`config.mk`:
```
export PLATFORM = sky130hd
export DESIGN_NAME = parking_gate_arbiter
export DESIGN_NICKNAME = d
export VERILOG_FILES = /design/src/rtl/parking_gate_arbiter.sv
export SDC_FILE = /design/constraint.sdc
export NUM_CORES = 1
export LEC_CHECK = 0
export BUFFER_PORTS_ARGS = -buffer_cell sky130_fd_sc_hd__buf_2
export CORE_MARGIN = 2
export CORE_UTILIZATION = 40
export CTS_BUF_LIST = sky130_fd_sc_hd__clkbuf_4
export CTS_CLUSTER_SIZE = 24
export DETAILED_ROUTE_END_ITERATION = 7
export PLACE_DENSITY = 0.65
export SKIP_CTS_REPAIR_TIMING = 1
export SYNTH_ARGS = -nofsm -noshare
export SYNTH_HDL_FRONTEND = slang
export SYNTH_SLANG_ARGS = --single-unit
export TNS_END_PERCENT = 1
```
`constraint.sdc`:
```
create_clock -name clk -period 1.85 [get_ports clk]
set_input_delay 0.0925 -clock clk [delete_from_list [all_inputs] [get_ports clk]]
set_output_delay 0.0925 -clock clk [all_outputs]
set_load 0.03 [all_outputs]
```
`src/rtl/parking_gate_arbiter.sv`:
```
// parking_gate_arbiter: round-robin entrance/exit arbiter for the car park's single barrier gate
module parking_gate_arbiter #(
    parameter int         CAPACITY     = 8,
    parameter int         CNT_W        = 4,
    parameter logic [1:0] PASS_1       = 2'b01,
    parameter logic [1:0] PASS_2       = 2'b10,
    parameter int         PASS_TIMEOUT = 16,
    parameter int         GATE_TIMEOUT = 32,
    parameter int         MAX_TRIES    = 3
) (
    input  logic             clk,
    input  logic             reset_n,
    input  logic             entry_req,
    input  logic             exit_req,
    input  logic [1:0]       password_1,
    input  logic [1:0]       password_2,
    input  logic             pass_valid,
    input  logic             car_passed,
    output logic             entry_grant,
    output logic             exit_grant,
    output logic             gate_open,
    output logic             wrong_pass,
    output logic             lot_full,
    output logic [CNT_W-1:0] occupancy,
    output logic             busy
);
    localparam int TMAX  = (PASS_TIMEOUT > GATE_TIMEOUT) ? PASS_TIMEOUT : GATE_TIMEOUT;
    localparam int TMR_W = $clog2(TMAX + 1);
    localparam int TRY_W = $clog2(MAX_TRIES + 1);

    typedef enum logic [1:0] {IDLE, WAIT_PASS, ENTRY_OPEN, EXIT_OPEN} state_t;

    state_t             state_q, state_d;
    logic [CNT_W-1:0]   occ_q, occ_d;
    logic [TMR_W-1:0]   timer_q, timer_d;
    logic [TRY_W-1:0]   tries_q, tries_d;
    logic               last_entry_q, last_entry_d;
    logic               wrong_q, wrong_d;
    logic               full, entry_ok, exit_ok, pass_match;

    assign full       = occ_q == CNT_W'(CAPACITY);
    assign entry_ok   = entry_req && !full;
    assign exit_ok    = exit_req && occ_q != '0;
    assign pass_match = password_1 == PASS_1 && password_2 == PASS_2;

    // State and bookkeeping registers; reset clears everything including occupancy
    always_ff @(posedge clk or negedge reset_n) begin
        if (!reset_n) begin
            state_q      <= IDLE;
            occ_q        <= '0;
            timer_q      <= '0;
            tries_q      <= '0;
            last_entry_q <= 1'b0;
            wrong_q      <= 1'b0;
        end else begin
            state_q      <= state_d;
            occ_q        <= occ_d;
            timer_q      <= timer_d;
            tries_q      <= tries_d;
            last_entry_q <= last_entry_d;
            wrong_q      <= wrong_d;
        end
    end

    // Arbitration, password sequencing and gate timeouts; timer restarts on every state entry
    always_comb begin
        state_d      = state_q;
        occ_d        = occ_q;
        timer_d      = timer_q + TMR_W'(1);
        tries_d      = tries_q;
        last_entry_d = last_entry_q;
        wrong_d      = 1'b0;
        case (state_q)
            IDLE: begin
                timer_d = '0;
                if (entry_ok && (!exit_ok || !last_entry_q))
                    state_d = WAIT_PASS;
                else if (exit_ok)
                    state_d = EXIT_OPEN;
            end
            WAIT_PASS: begin
                if (pass_valid && pass_match) begin
                    state_d = ENTRY_OPEN;
                    timer_d = '0;
                    tries_d = '0;
                end else if (pass_valid) begin
                    wrong_d = 1'b1;
                    tries_d = (tries_q == TRY_W'(MAX_TRIES - 1)) ? '0 : tries_q + TRY_W'(1);
                    state_d = (tries_q == TRY_W'(MAX_TRIES - 1)) ? IDLE : WAIT_PASS;
                end else if (timer_q >= TMR_W'(PASS_TIMEOUT - 1)) begin
                    state_d = IDLE;
                    tries_d = '0;
                end
            end
            default: begin
                if (car_passed) begin
                    state_d      = IDLE;
                    last_entry_d = state_q == ENTRY_OPEN;
                    occ_d        = (state_q == ENTRY_OPEN) ? occ_q + CNT_W'(1) : occ_q - CNT_W'(1);
                end else if (timer_q >= TMR_W'(GATE_TIMEOUT - 1)) begin
                    state_d = IDLE;
                end
            end
        endcase
    end

    assign entry_grant = state_q == WAIT_PASS || state_q == ENTRY_OPEN;
    assign exit_grant  = state_q == EXIT_OPEN;
    assign gate_open   = state_q == ENTRY_OPEN || state_q == EXIT_OPEN;
    assign wrong_pass  = wrong_q;
    assign lot_full    = full;
    assign occupancy   = occ_q;
    assign busy        = state_q != IDLE;
endmodule

```
==> Word-level counts from Yosys, hierarchy flattened <==
Index checks and enable logic that the tools add are counted.
{ "op_classes": {"magnitude_cmp": 2, "n_eq_ne": 9, "n_bitwise": 1, "add_sub_neg": 4, "reduce_logical": 20, "n_mux": 18} }
{ "ops": {"columns": ["cell", "count"], "rows": [
  ["$mux W2", 10],
  ["$pmux W6 S2", 1],
  ["$eq A2 B2 Y1 const B", 4],
  ["$reduce_bool A4 Y1", 2],
  ["$add A6 B1 Y6 const B", 1],
  ["$ge A6 B4 Y1 const B", 1],
  ["$ge A6 B5 Y1 const B", 1],
  ["$mux W6", 1],
  ["$logic_and A1 B1 Y1", 5],
  ["$add A4 B1 Y4 const B", 1],
  ["$eq A2 B1 Y1 const B", 2],
  ["$eq A4 B4 Y1 const B", 1],
  ["$mux W1", 4],
  ["$mux W4", 1],
  ["$ne A4 B4 Y1 const B", 1],
  ["$pmux W2 S2", 1],
  ["$reduce_and A2 Y1", 2],
  ["$sub A4 B1 Y4 const B", 1],
  ["$logic_not A1 Y1", 3],
  ["$logic_or A1 B1 Y1", 3],
  ["$ne A3 B3 Y1 const B", 1],
  ["$reduce_and A3 Y1", 1],
  ["$reduce_bool A3 Y1", 1],
  ["$add A2 B1 Y2 const B", 1],
  ["4 further kinds", 4]
]} }
{ "totals": {"wordCells": 60, "inputBits": 10, "register_bits": 16} }

==> Depth between registers and ports, before layout <==
{ "depth": {"ltp_word": 7, "depth_mapped": 8, "ltp_nobuf": 8} }

==> Least setup slack after synthesis <==
Ideal clock, no wire load.
{ "synth_path": {"path_kind": "register -> register", "startpoint": "register state_q[0]", "endpoint": "register occ_q[3], in the netlist occupancy[3]", "stages_incl_launch_ff": 9, "period_less_slack_ns": 1.747, "required_time_ns": 1.769, "setup_slack_ns": 0.103, "arrival_ns": 1.666, "setup_time_ns": 0.081, "cell_sequence": "dfrtp_1 > inv_1 > ha_1 > inv_1 > ha_1 > a21o_1 > a21oi_1 > mux2i_1 > xor2_1"} }
{ "synth_via": {"elab_chain_cells": 4, "word_cells_on_any_way": 7, "classes_between": "eq/ne (2); mux (1); bitwise (1); reduce/logical (3)"} }
{ "synth_lines": {"columns": ["element", "line", "text"], "rows": [
  ["from (decl)", "33", "state_t state_q, state_d;"],
  ["from (signal assigned)", "56", "state_q <= state_d;"],
  ["$eq A2 B1 Y1 or $logic_not A2 Y1 (tied branches)", "73", "case (state_q)"],
  ["$reduce_or A2 Y1 (no line)", null, null],
  ["$not A1 Y1 (no line)", null, null],
  ["$reduce_and A2 Y1 (no line)", null, null],
  ["to (signal assigned)", "50", "occ_q <= '0;"],
  ["to (signal assigned)", "57", "occ_q <= occ_d;"],
  ["to (decl)", "34", "logic [CNT_W-1:0] occ_q, occ_d;"]
]} }
Several ways; a longest one is shown, not always the timed one.
A chain may end at the register's enable or synchronous reset.

==> Worst setup path after layout <==
{ "layout_path": {"startpoint": "register state_q[0]", "endpoint": "register state_q[1]"} }
{ "layout_via": {"elab_chain_cells": 3, "word_cells_on_any_way": 7, "classes_between": "eq/ne (3); mux (1); reduce/logical (3)"} }
{ "layout_lines": {"columns": ["element", "line"], "rows": [
  ["$eq A2 B1 Y1 or $logic_not A2 Y1 (tied branches)", "73"],
  ["$ne A4 B4 Y1 (no line) (tied with other cells)", null],
  ["$reduce_and A3 Y1 (no line)", null]
]} }
Several ways; a longest one is shown, not always the timed one.

==> qor.csv <==
stage;metric;value;unit
sta;Achievable Freq;0.556;GHz
clock_tree;CTS tree;yes;
status;outcome;complete, no violations;
synth;syn nets;105;
critical_path;reg2reg start;state_q[0];
critical_path;critical path peak fanout;3;
synth;ys async rst share;100;%
cells_and_area;layout cell share with drive strength beyond 1;37.6;%
cells_and_area;# fillers;203;
placed_design;Post-Place Worst Slack;0.0470;ns
synth;top cell type's share of synthesized area;43.5;%
pwr;Pint;0.00114;W
synth;Synth Area per Inst;10.6;µm²
sta;Slew headroom;65.3;%
placed_design;placed insts;138;
drt;final wirelength;1860;µm
drt;DR vias/cell;5.11;
synth;Main synth FF type;dfrtp_1;
cells_and_area;fin nets;137;
sta;unrepaired setup endpoints after global routing;true;
pwr;leakage power;0.566;nW
critical_path;crit path from;state_q[0];
die;chip height;52.0;µm
sta;Slew Viols, Final;0;
cells_and_area;post-route insts no fill;145;
die;core area;2190;µm²
pwr;power share of the combinational group;61.4;%
pwr;Max IR drop VDD;0.853;mV
critical_path;Setup crit end kind;register;
cells_and_area;Area Growth Syn to Fin;26.8;%
sta;min cycle time layout;1.80;ns
pwr;Clock power frac;8.3;%
placed_design;gpl congestion;0.798;
pwr;net switching power figure;0.000965;W
clock_tree;CTS buffer count;3;
critical_path;worst endpoint required time;2.02;ns
pwr;pwr dens;1800;nW/µm²
sta;Final Skew;0.00535;ns
drt;Vias;741;
synth;Synth area leader;dfrtp_1;
drt;Final ANT Viol Nets;0;
global_route;largest net degree at the start of global routing;17;
critical_path;critical path class;register to register;
sta;final hold vios;0;
global_route;overall routing resource usage;15.0;%
synth;Cell Area, Synth;920;µm²
critical_path;crit path DAT;1.97;ns
cells_and_area;# diodes;0;
drt;detailed router's first-iteration violation count;10;
die;Starting Density;42.0;%
clock_tree;CTS Buffer Depth;2;
global_route;GR Overflow Total;0;
clock_tree;clk slew on worst S/H paths;0.09;ns
die;Rows;17;
job;max cap viols;0;
sta;final setup vio count;0;
pwr;sequential share of power;30.4;%
drt;Routed WL per cell;12.8;µm
die;die area;2700;µm²
die;die width;52.0;µm
clock_tree;CTS sink cnt;16;
synth;synth unique cells;33;
synth;sequential cell area fraction in the yosys report;43.5;%
placed_design;post-detail-place hpwl;1410;µm
pwr;net switching share of the total power;45.9;%
clock_tree;CTS HTree Levels;1;
min_path;HP Class;primary input to register;
drt;Pre-antenna DRT Iters;4;
synth;Post-synth EDFFs;0;
sta;setup ws final;0.0513;ns
synth;Syn Inst Count;87;
sta;worst-margin pin slew;0.514;ns
die;I/O pin total;20;
placed_design;PortBufs;19;
synth;Synth area leaders;dfrtp_1, ha_1, xnor2_1;
synth;Yosys reg bits;16;
drt;DRC viols;0;
critical_path;startpoint types;register;
sta;Tcrit/Tclk final;97.2;%
synth;YS warnings;0;
min_path;hold_sp;pass_valid;
global_route;first-pass GRT wire length;2980;µm
global_route;initial antenna violation count;0;
clock_tree;Root Driver;clkbuf_4;
clock_tree;clk_lat worst skew;0.27;ns
global_route;vias in the first global route;672;
==> worst paths after layout <==
check	cells after the start	slack, ns	to
min in group asynchronous	2	0.25	wrong_pass
max in group asynchronous	2	1.33	last_entry_q
setup / recovery	6	0.05	state_q[1]
hold reg to reg	1	0.47	timer_q[0]
hold / removal	3	0.08	wrong_pass
setup reg to reg	6	0.05	state_q[1]
==> cell type report <==
type | instances | area (µm²) | share of cell area, %
multi-input cells | 64 | 520 | 44.6
flip-flops and latches | 16 | 400 | 34.3
repair buffers | 28 | 165 | 14.2
clock buffers | 3 | 22.5 | 1.93
well taps | 28 | 35.0 | 3.00
inverters | 6 | 22.5 | 1.93
==> power groups by stage <==
stage | Sequential [W] | Clock (W) | Combinational (W)
global route | 0.000664 | 0.000200 | 0.00142
floorplan | 0.000709 | 0 | 0.000779
CTS | 0.000629 | 0.000182 | 0.00117
global placement | 0.000625 | 0 | 0.00114
finish | 0.000639 | 0.000174 | 0.00129
detailed placement | 0.000636 | 0 | 0.00117
==> worst max-delay path, stage by stage, from the launching register on <==
cell and delay (ns):
dfrtp_1 0.42, buf_4 0.15, ha_1 0.20, or4_4 0.51, a21oi_2 0.15, a221oi_2 0.07, o32a_1 0.19
==> per-layer routing <==
metal	track usage (%)	share of wire (%)	vias up
met1	19.5	45	371
met3	2.59	1.8	2
li1	-	-	363
met4	6.58	0.54	0
met2	24.3	53	5
met5	0	0	-
==> sequential cells by signal, indices dropped and copies added (netlist names) <==
signal,cells
timer_q,6
occupancy,4
state_q,2
tries_q,2
last_entry_q,1
wrong_pass,1
==> synth_stat cells, drive strengths merged (2+ instances only) <==
library cell and n:
a21o 2, a21oi 4, and3 2, dfrtp 16, ha 7, inv 6
mux2i 3, nand2 8, nor2 9, o21ai 4, xnor2 4, xor2 3
==> logic make-up (layout without fill, tap and decap cells) <==
logic type      after synthesis  count (layout)  synth area share (%)
xor+xnor                      7               7                  6.67
mux                           4               4                  4.49
compound gates               16              16                  12.8
fa+ha+maj                     8               8                  11.7
flops                        16              16                  43.5
simple gates                 29              29                  17.1
buf+inv                       7              37                  3.67
==> through the flow <==
step / setup TNS (ns) / area, µm² / util [%] / total power (W) / hold slack (ns)
6_report: 0 / 1170 / 53.2 / 0.00210 / 0.0846
5_1_grt: -0.0521 / 1170 / 53.2 / 0.00229 / 0.0732
4_1_cts: 0 / 1100 / 50.1 / 0.00198 / -0.284
3_5_place_dp: 0 / 1080 / 49.1 / 0.00180 / 0.0260
3_3_place_gp: 0 / 1080 / 49.1 / 0.00176 / 0.0241
2_1_floorplan: 0 / 920 / - / 0.00149 / -0.203
==> cells in the final DEF, fill, tap and decap left out, drive strengths merged, types with 2 or more instances in the layout <==
master / synthesis / routed
clkbuf: 0 / 3
nand2: 8 / 8
inv: 6 / 6
a21o: 2 / 2
and3: 2 / 2
ha: 7 / 7
xnor2: 4 / 4
xor2: 3 / 3
a21oi: 4 / 4
dfrtp: 16 / 16
nor2: 9 / 9
mux2i: 3 / 3
buf: 1 / 27
o21ai: 4 / 4
No activity file was read; power rests on OpenSTA's default activity.
